$ cat src/rtl/rect_plot_pkg.sv
// Shared encodings and screen defaults for the rectangle rasteriser.
package rect_plot_pkg;

  localparam logic [1:0] MODE_FILL    = 2'b00;
  localparam logic [1:0] MODE_OUTLINE = 2'b01;
  localparam logic [1:0] MODE_CLEAR   = 2'b10;

  localparam logic [1:0] S_IDLE = 2'd0;
  localparam logic [1:0] S_DRAW = 2'd1;
  localparam logic [1:0] S_DONE = 2'd2;

  localparam int unsigned DEF_SCREEN_W = 160;
  localparam int unsigned DEF_SCREEN_H = 120;

  function automatic int unsigned max_u(input int unsigned a, input int unsigned b);
    return (a > b) ? a : b;
  endfunction

endpackage

$ cat src/rtl/rect_plotter_raster_counter.sv
// Column-fastest raster walker over a latched w x h box; exposes the position
// that will be current after the next edge so the caller can register pixels.
module raster_counter #(
  parameter int unsigned DIM_W = 8
) (
  input  logic             clk,
  input  logic             resetn,
  input  logic             load_i,
  input  logic             en_i,
  input  logic [DIM_W-1:0] w_i,
  input  logic [DIM_W-1:0] h_i,
  output logic [DIM_W-1:0] c_nxt_c,
  output logic [DIM_W-1:0] r_nxt_c,
  output logic             edge_c,
  output logic             last_c
);

  logic [DIM_W-1:0] c_q, c_d;
  logic [DIM_W-1:0] r_q, r_d;
  logic [DIM_W-1:0] wl_q, wl_d;
  logic [DIM_W-1:0] hl_q, hl_d;

  always_comb begin
    c_d  = c_q;
    r_d  = r_q;
    wl_d = wl_q;
    hl_d = hl_q;
    if (load_i) begin
      c_d  = '0;
      r_d  = '0;
      wl_d = w_i;
      hl_d = h_i;
    end else if (en_i) begin
      if (c_q == wl_q - DIM_W'(1)) begin
        c_d = '0;
        r_d = r_q + DIM_W'(1);
      end else begin
        c_d = c_q + DIM_W'(1);
      end
    end
  end

  // Border test is on the upcoming position, matching the registered pixel.
  always_comb begin
    c_nxt_c = c_d;
    r_nxt_c = r_d;
    edge_c  = (c_d == '0) || (c_d == wl_d - DIM_W'(1)) ||
              (r_d == '0) || (r_d == hl_d - DIM_W'(1));
    last_c  = (c_q == wl_q - DIM_W'(1)) && (r_q == hl_q - DIM_W'(1));
  end

  always_ff @(posedge clk or negedge resetn) begin
    if (!resetn) begin
      c_q  <= '0;
      r_q  <= '0;
      wl_q <= '0;
      hl_q <= '0;
    end else begin
      c_q  <= c_d;
      r_q  <= r_d;
      wl_q <= wl_d;
      hl_q <= hl_d;
    end
  end

endmodule

$ cat src/rtl/rect_plotter.sv
// Rectangle rasteriser (fill / outline / clear) feeding the vga_adapter
// pixel-write port, one pixel per cycle with edge clipping.
module rect_plotter
  import rect_plot_pkg::*;
#(
  parameter int unsigned X_W      = 8,
  parameter int unsigned Y_W      = 7,
  parameter int unsigned COLOUR_W = 3,
  parameter int unsigned SCREEN_W = DEF_SCREEN_W,
  parameter int unsigned SCREEN_H = DEF_SCREEN_H,
  parameter int unsigned DIM_W    = 6
) (
  input  logic                clk,
  input  logic                resetn,
  input  logic                start,
  input  logic [1:0]          mode,
  input  logic [X_W-1:0]      x0,
  input  logic [Y_W-1:0]      y0,
  input  logic [DIM_W-1:0]    w,
  input  logic [DIM_W-1:0]    h,
  input  logic [COLOUR_W-1:0] colour_in,
  output logic [X_W-1:0]      x,
  output logic [Y_W-1:0]      y,
  output logic [COLOUR_W-1:0] colour,
  output logic                plot,
  output logic                busy,
  output logic                done
);

  // Counter must hold both the operand widths and the full-screen extent.
  localparam int unsigned CNT_W = max_u(max_u(DIM_W, X_W), Y_W);
  localparam logic [CNT_W-1:0] SCR_W_CNT = CNT_W'(SCREEN_W);
  localparam logic [CNT_W-1:0] SCR_H_CNT = CNT_W'(SCREEN_H);
  localparam logic [X_W:0]     SCR_W_X   = (X_W+1)'(SCREEN_W);
  localparam logic [Y_W:0]     SCR_H_Y   = (Y_W+1)'(SCREEN_H);

  logic [1:0]          state_q, state_d;
  logic [X_W-1:0]      x_q, x_d;
  logic [Y_W-1:0]      y_q, y_d;
  logic [COLOUR_W-1:0] colour_q, colour_d;
  logic                plot_q, plot_d;
  logic                busy_q, busy_d;
  logic                done_q, done_d;
  logic [X_W-1:0]      x0_q, x0_d;
  logic [Y_W-1:0]      y0_q, y0_d;
  logic                outline_q, outline_d;

  logic                is_clear_c, is_outline_c;
  logic [CNT_W-1:0]    w_eff_c, h_eff_c;
  logic [X_W-1:0]      x0_eff_c, base_x_c;
  logic [Y_W-1:0]      y0_eff_c, base_y_c;
  logic                outl_c;
  logic [X_W:0]        px_c;
  logic [Y_W:0]        py_c;
  logic                pix_on_c;
  logic                load_c, en_c;
  logic [CNT_W-1:0]    c_nxt_c, r_nxt_c;
  logic                edge_c, last_c;

  raster_counter #(
    .DIM_W (CNT_W)
  ) u_raster (
    .clk     (clk),
    .resetn  (resetn),
    .load_i  (load_c),
    .en_i    (en_c),
    .w_i     (w_eff_c),
    .h_i     (h_eff_c),
    .c_nxt_c (c_nxt_c),
    .r_nxt_c (r_nxt_c),
    .edge_c  (edge_c),
    .last_c  (last_c)
  );

  // Operand decode; mode 11 falls through to fill.
  always_comb begin
    is_clear_c   = 1'b0;
    is_outline_c = 1'b0;
    case (mode)
      MODE_OUTLINE: is_outline_c = 1'b1;
      MODE_CLEAR:   is_clear_c   = 1'b1;
      MODE_FILL:    is_outline_c = 1'b0;
      default:      is_outline_c = 1'b0;
    endcase
    w_eff_c  = is_clear_c ? SCR_W_CNT : CNT_W'(w);
    h_eff_c  = is_clear_c ? SCR_H_CNT : CNT_W'(h);
    x0_eff_c = is_clear_c ? '0 : x0;
    y0_eff_c = is_clear_c ? '0 : y0;
  end

  // Upcoming pixel: live operands on acceptance, latched ones while drawing.
  always_comb begin
    base_x_c = (state_q == S_IDLE) ? x0_eff_c : x0_q;
    base_y_c = (state_q == S_IDLE) ? y0_eff_c : y0_q;
    outl_c   = (state_q == S_IDLE) ? is_outline_c : outline_q;
    px_c     = (X_W+1)'(base_x_c) + (X_W+1)'(c_nxt_c);
    py_c     = (Y_W+1)'(base_y_c) + (Y_W+1)'(r_nxt_c);
    pix_on_c = (px_c < SCR_W_X) && (py_c < SCR_H_Y) && (!outl_c || edge_c);
  end

  always_comb begin
    state_d   = state_q;
    x_d       = x_q;
    y_d       = y_q;
    colour_d  = colour_q;
    plot_d    = 1'b0;
    busy_d    = 1'b0;
    done_d    = 1'b0;
    x0_d      = x0_q;
    y0_d      = y0_q;
    outline_d = outline_q;
    load_c    = 1'b0;
    en_c      = 1'b0;
    case (state_q)
      S_IDLE: begin
        if (start) begin
          x0_d      = x0_eff_c;
          y0_d      = y0_eff_c;
          outline_d = is_outline_c;
          if ((w_eff_c == '0) || (h_eff_c == '0)) begin
            state_d = S_DONE;
            done_d  = 1'b1;
          end else begin
            state_d  = S_DRAW;
            load_c   = 1'b1;
            busy_d   = 1'b1;
            colour_d = colour_in;
            x_d      = X_W'(px_c);
            y_d      = Y_W'(py_c);
            plot_d   = pix_on_c;
          end
        end
      end
      S_DRAW: begin
        if (last_c) begin
          state_d = S_DONE;
          done_d  = 1'b1;
        end else begin
          en_c   = 1'b1;
          busy_d = 1'b1;
          x_d    = X_W'(px_c);
          y_d    = Y_W'(py_c);
          plot_d = pix_on_c;
        end
      end
      S_DONE: begin
        state_d = S_IDLE;
      end
      default: begin
        state_d = S_IDLE;
      end
    endcase
  end

  always_ff @(posedge clk or negedge resetn) begin
    if (!resetn) begin
      state_q   <= S_IDLE;
      x_q       <= '0;
      y_q       <= '0;
      colour_q  <= '0;
      plot_q    <= 1'b0;
      busy_q    <= 1'b0;
      done_q    <= 1'b0;
      x0_q      <= '0;
      y0_q      <= '0;
      outline_q <= 1'b0;
    end else begin
      state_q   <= state_d;
      x_q       <= x_d;
      y_q       <= y_d;
      colour_q  <= colour_d;
      plot_q    <= plot_d;
      busy_q    <= busy_d;
      done_q    <= done_d;
      x0_q      <= x0_d;
      y0_q      <= y0_d;
      outline_q <= outline_d;
    end
  end

  assign x      = x_q;
  assign y      = y_q;
  assign colour = colour_q;
  assign plot   = plot_q;
  assign busy   = busy_q;
  assign done   = done_q;

endmodule

$ cat config.mk
export PLATFORM = sky130hd
export DESIGN_NAME = rect_plotter
export DESIGN_NICKNAME = d
export VERILOG_FILES = /design/src/rtl/rect_plot_pkg.sv /design/src/rtl/rect_plotter_raster_counter.sv /design/src/rtl/rect_plotter.sv
export SDC_FILE = /design/constraint.sdc
export NUM_CORES = 1
export LEC_CHECK = 0
export ABC_AREA = 1
export CELL_PAD_IN_SITES_DETAIL_PLACEMENT = 0
export CELL_PAD_IN_SITES_GLOBAL_PLACEMENT = 2
export CORE_MARGIN = 1.5
export CORE_UTILIZATION = 32
export CTS_CLUSTER_DIAMETER = 30
export CTS_CLUSTER_SIZE = 24
export DETAILED_ROUTE_END_ITERATION = 12
export HOLD_SLACK_MARGIN = 0.06
export PLACE_DENSITY_LB_ADDON = 0.1
export RECOVER_POWER = 50
export SLEW_MARGIN = 0
export SYNTH_ARGS = -nofsm -noshare
export SYNTH_HDL_FRONTEND = slang
export SYNTH_SLANG_ARGS = --single-unit
$ cat constraint.sdc
create_clock -name clk -period 4.19 [get_ports clk]
set_clock_uncertainty 0.15 [all_clocks]
set_input_delay 1.257 -clock clk [delete_from_list [all_inputs] [get_ports clk]]
set_output_delay 1.257 -clock clk [all_outputs]
set_load 0.03 [all_outputs]
==> Word level (Yosys, flattened, before mapping) <==
Cells that the tools add are included.
{ "word_totals": {"ff_bits": 71, "input_bits": 35, "output_inout_bits": 21, "word_cells": 98} }
{ "op_classes": {"n_addsub": 8, "order_cmp": 2, "n_eq_ne": 11, "mux": 43, "n_bitwise": 1, "n_reduce_logical": 19} }
{ "op_table": {"columns": ["cell", "n"], "rows": [
  ["$mux 8", 14],
  ["$mux 7", 6],
  ["$eq 8x8->1", 4],
  ["$logic_not 8->1", 4],
  ["$sub 8x1->8 const B", 4],
  ["$add 8x1->8 const B", 2],
  ["$pmux 8 s2", 1],
  ["$mux 1", 14],
  ["$pmux 7 s2", 1],
  ["$add 8x8->9", 1],
  ["$lt 9x8->1 const B", 1],
  ["$add 7x8->8", 1],
  ["$lt 8x7->1 const B", 1],
  ["$ne 2x2->1 const B", 4],
  ["$mux 2", 3],
  ["$pmux 1 s2", 3],
  ["$logic_or 1x1->1", 5],
  ["$eq 2x1->1 const B", 2],
  ["$pmux 2 s2", 1],
  ["$reduce_and 2->1", 2],
  ["$reduce_and 4->1", 1],
  ["$logic_and 1x1->1", 3],
  ["$reduce_and 3->1", 1],
  ["$eq 2x2->1 const B", 1],
  ["4 further kinds", 4]
]} }

==> Logic depth before layout (Yosys ltp) <==
{ "depth": {"depth_word": 19, "depth_mapped": 31} }

==> Cells and area by module <==
A second synthesis with hierarchy kept.
{ "unflattened": {"hier_cells": 814, "hier_area_um2": 5487.8} }
{ "by_module_without_submodules": {"columns": ["module", "instances", "cells_per_inst", "area_each_um2", "seq_area_each_um2"], "rows": [
  ["raster_counter", 1, 439, 2816.5, 800.8],
  ["rect_plotter", 1, 375, 2671.3, 975.9]
]} }

==> Least setup slack after synthesis <==
OpenSTA, ideal clock, no wires.
{ "synth_path": {"path_type": "input -> register", "start": "in mode[1]", "end": "reg plot_q, in the netlist plot", "setup_ns": 0.073, "t_arrival_ns": 4.259, "t_required_ns": 3.967, "setup_slack_ns": -0.292, "path_stages": 25, "path_cell_list": "inv_2 nor2_4 nor2_1 nand2_2 nand3_4 buf_6 buf_2 buf_4 nand3_1 inv_1 ha_1 inv_1 fa_1 o21ai_0 nand2_1 nand2_1 a21oi_1 xnor2_1 nand2_1 nor3_1 nor3_1 nand4_1 a21oi_1 nand2_1 a21oi_2"} }
{ "synth_via": {"word_cells_on_any_way": 42} }
{ "synth_rtl": {"columns": ["item", "line_no", "text"], "rows": [
  ["start: declaration", "rect_plotter.sv:16", "input logic [1:0] mode,"],
  ["$eq 2x2->1 *", "rect_plotter.sv:79", "case (mode)"],
  ["$mux 1 *", "rect_plotter.sv:79", null],
  ["$mux 8 or $mux 7 (tied branches)", "rect_plotter.sv:85, rect_plotter.sv:86", null],
  ["$logic_not 8->1", "rect_plotter.sv:120", "if ((w_eff_c == '0) || (h_eff_c == '0)) begin"],
  ["$logic_or 1x1->1 *", "rect_plotter.sv:120", null],
  ["$mux 1 *", "rect_plotter.sv:120", null],
  ["$mux 1 *", "rect_plotter.sv:116", "if (start) begin"],
  ["$mux 1 *", "rect_plotter.sv:114", "case (state_q)"],
  ["$mux 8 *", "rect_plotter_raster_counter.sv:28", "if (load_i) begin"],
  ["net r_nxt_c[0]", "rect_plotter.sv:57", "logic [CNT_W-1:0] c_nxt_c, r_nxt_c;"],
  ["parallel branches: the longest is 4 deep, another holds $add 7x8->8", null, null],
  ["$logic_and 1x1->1 *", "rect_plotter.sv:98", "pix_on_c = (px_c < SCR_W_X) && (py_c < SCR_H_Y) && (!outl_c || edge_c);"],
  ["$mux 1", "rect_plotter.sv:120", null],
  ["$mux 1", "rect_plotter.sv:116", null],
  ["$pmux 1 s2 *", "rect_plotter.sv:114", null],
  ["net plot_d", "rect_plotter.sv:41", "logic plot_q, plot_d;"],
  ["end signal: assignment", "rect_plotter.sv:172", "plot_q <= plot_d;"],
  ["end: declaration", "rect_plotter.sv:41", null]
]} }
Mark *: on every way through the listed nets, which the timed path passes.
A chain may end at the register's enable or synchronous reset.

==> Worst setup path after layout <==
{ "layout_path": {"start": "in w[0]", "end": "reg plot_q, in the netlist plot"} }
{ "layout_via": {"word_cells_on_any_way": 30} }
{ "layout_rtl": {"columns": ["item", "line_no", "text"], "rows": [
  ["start: declaration", "rect_plotter.sv:19", "input logic [DIM_W-1:0] w,"],
  ["$mux 8 *", "rect_plotter.sv:85", "w_eff_c = is_clear_c ? SCR_W_CNT : CNT_W'(w);"],
  ["$logic_not 8->1 *", "rect_plotter.sv:120", null],
  ["$logic_or 1x1->1 *", "rect_plotter.sv:120", null],
  ["$mux 1 *", "rect_plotter.sv:120", null],
  ["$mux 1 *", "rect_plotter.sv:116", null],
  ["$mux 1 *", "rect_plotter.sv:114", null],
  ["$mux 8 *", "rect_plotter_raster_counter.sv:28", null],
  ["net r_nxt_c[0]", "rect_plotter.sv:57", null],
  ["parallel branches: the longest is 4 deep, another holds $add 7x8->8", null, null],
  ["$logic_and 1x1->1 *", "rect_plotter.sv:98", null],
  ["$mux 1", "rect_plotter.sv:120", null],
  ["$mux 1", "rect_plotter.sv:116", null],
  ["$pmux 1 s2 *", "rect_plotter.sv:114", null],
  ["net plot_d", "rect_plotter.sv:41", null]
]} }
Marked as above.

==> summary.txt <==
Synthesis
  • Synth async-reset ratio: 1.000
  • Number of flops mapped to enable cells by yosys: 0
  • Top FF cell, synth: dfrtp_1
  • FF+latch count, synth: 71
  • Synth warn: 0
  • Synth cell types: 43
  • Synthesized Nets: 944
  • Register area share after synthesis: 0.3080
  • Post-Synthesis Cells: 887
  • Syn Area/Cell: 6.503 um^2
  • Synthesized area: 0.005768 mm^2

Floorplanning
  • Initial core utilization: 0.3300
  • I/O pin count: 56
  • Core area: 0.01748 mm^2
  • Die area: 0.01884 mm^2
  • Chip height: 137.3 um
  • Num rows: 48
  • Die X: 137.3 um

Routing
  • DR pass1 iterations: 5
  • DR WL met3: 725 um
  • Final WL: 18320 um
  • Detail Route Antenna Nets: 0
  • Vias/cell: 4.585
  • Iter 0 DRT Violations: 257
  • Top sig layer: met4
  • Met2 wire len: 8131 um
  • DRC Markers: 0
  • Drt wl/cell: 14.35 um
  • DRT met1 WL: 9242 um
  • Vias post-DR: 5851

Setup path
  • WP data required: 4.32 ns
  • RR Startpoint: u_raster.wl_q[1]
  • Crit path largest cell delay: 0.48 ns
  • Worst setup startpoint: w[0]
  • Crit Path Max Fanout: 6
  • Critical path class: in -> reg
  • Crit-path most repeated cell: nand2_1
  • Element type at the critical path end: flop
  • Slowest cell on the critical path: clkdlybuf4s50_1
  • Startpoint Class: input pin
  • Worst EP arrival: 4.12 ns
  • Critical path cell sequence: clkdlybuf4s50_1 > nand2_2 > nand3_4 > nand3_4 > nand3_4 > inv_4 > ha_4 > inv_2 > fa_2 > o21ai_2 > nand2_1 > nand2_1 > a21oi_2 > xnor2_2 > nand2_1 > nor3_2 > nor3_1 > nand4_1 > a21oi_1 > nand2_1 > a21oi_2

Clocking
  • Clock slew at reported path FFs: 0.06 ns
  • H-tree Lvls: 3
  • Worst skew pair latency: 0.35 ns
  • Root Buffer: clkbuf_16
  • CTS Hold Bufs: 0
  • CTS Buf Count: 9
  • Clock Tree Buf Depth: 2
  • CTS Sinks: 71
  • CTS tree: yes

Placement
  • HPWL Detailed: 14120 um
  • GPL Wtd Cong: 0.8909
  • Port-buffer cells: 55

Cells and area
  • Most frequent cells in the layout: nand2_1 (283), inv_1 (136), buf_4 (109), nor2_1 (79), dfrtp_1 (70)
  • Most common cell after layout, fill and taps aside: nand2_1
  • Area growth, synth to finish: 37.25%
  • Antenna Cells: 0
  • NumNets Final: 1103
  • Layout cell share with drive strength beyond 1: 0.2198
  • Fill count: 1781

Timing
  • Slew @ Worst Pin: 1.942 ns
  • Tcrit/Tclk final: 0.9514
  • Final Max Slew Viols: 72
  • Period minus WS final: 3.986 ns
  • RSZ-0062 raised after global routing: yes
  • Slew margin rel.: -0.2944
  • Setup TNS: 0 ns
  • Fmax: 250.8 MHz
  • Hold slack: 0.3358 ns
  • Final setup violation count: 0
  • Final Hold Fails: 0

Global route
  • Total GRT Usage: 0.2100
  • First-pass GRT wire length: 29970 um
  • Largest net degree at the start of global routing: 72
  • Global route total overflow: 0
  • Number of global-route vias before repair: 5744
  • Initial antenna violation count: 0

Pwr
  • Max VDD drop: 0.0004677 V
  • Pleak: 4.296 nW
  • P per Cell Area: 998.2 mW/mm^2

Status
  • Status: finished with violations
  • Violated checks: capacitance limit, slew limit

Min path
  • Hold_sp: colour[0]
  • Hold Crit Class: reg -> reg

Job
  • MaxCap Viol Count: 1
final cells by class:
type	instances	area [um^2]	area share
Clock buffer	10	229.0	0.02892
Clock inverter	6	132.6	0.01675
Inverter	155	584.3	0.07381
Multi-Input combinational cell	642	3487	0.4405
Sequential cell	71	1778	0.2246
Tap cell	225	281.5	0.03556
Timing Repair Buffer	167	1424	0.1799
final timing paths:
check | to | slack [ns] | cells past startpoint
max | plot | 0.20 | 21
min | colour[0] | 0.34 | 2
max reg2reg | plot | 0.25 | 29
min reg2reg | colour[0] | 0.34 | 2
max in group asynchronous | u_raster.wl_q[1] | 1.32 | 1
min in group asynchronous | y0_q[2] | 1.30 | 1
per-stage QoR:
step	cell area (um^2)	utilization	cells	setup slack, ns	total power [mW]
final	7916	0.4530	1276	0.2035	7.902
after global routing	7916	0.4530	1276	-0.04545	8.715
after CTS	7642	0.4373	1264	0.004097	7.669
after detailed placement	7221	0.4132	1245	-0.5195	6.566
after global placement	7221	0.4132	1245	-0.3614	6.520
after floorplan	5792	-	887	0.006461	4.573
power by group:
group	internal, mW	total [mW]	switching (mW)
logic	2.47	5.62	3.15
registers	1.03	1.32	0.290
clock network	0.642	0.968	0.326
total	4.13	7.90	3.77
routing by layer:
layer / vias to the layer above / GRT usage
li1: 3067 / -
met4: 0 / 0.05497
met2: 116 / 0.3400
met5: - / 0
met3: 13 / 0.03054
met1: 2655 / 0.2930
cell families after synthesis:
family,after synthesis,synth area share
AOI/OAI and AO/OA,82,0.07875
xor gates and xnor gates,29,0.04404
adders and majority gates,22,0.04902
buffers and inverters,174,0.1202
DFF,71,0.3080
and+or+nand+nor,509,0.4000
sequential cells by signal, summed over array words and instances, names as in the netlist, 7 cells and up:
| name | cells |
|---|---|
| u_raster.c_q | 8 |
| u_raster.hl_q | 8 |
| u_raster.r_q | 8 |
| u_raster.wl_q | 8 |
| x | 8 |
| x0_q | 8 |
| y | 7 |
| y0_q | 7 |
Yosys cell counts (4+ instances only):
cell type	number	share of area
nand2_1	285	0.19
inv_1	141	0.092
nor2_1	84	0.055
dfrtp_1	71	0.31
nand3_1	58	0.050
o21ai_0	49	0.043
ha_1	21	0.046
nand4_1	20	0.022
xor2_1	20	0.030
nand2_2	18	0.020
inv_2	13	0.0085
nand3_2	13	0.023
a21oi_1	12	0.010
clkbuf_1	10	0.0065
xnor2_1	9	0.014
nor2_2	8	0.0087
o21ai_1	8	0.0069
nand2_4	5	0.0098
buf_2	4	0.0035
nor3_1	4	0.0035
critical path: cells and delay by family:
family / cells / cell delay (ns)
xor+xnor: 1 / 0.15
fa+ha+maj: 2 / 0.49
compound gates: 4 / 0.49
simple gates: 11 / 1.13
buf+inv: 3 / 0.60
what timing repair did:
action                                  4_1_cts  5_1_grt
buffers inserted                              3       12
gates resized for setup                      12       48
pin swaps                                     4       29
endpoints found under the setup margin        1        1
hold endpoints to repair                      0        0
Power figures use the tool's default switching activity.
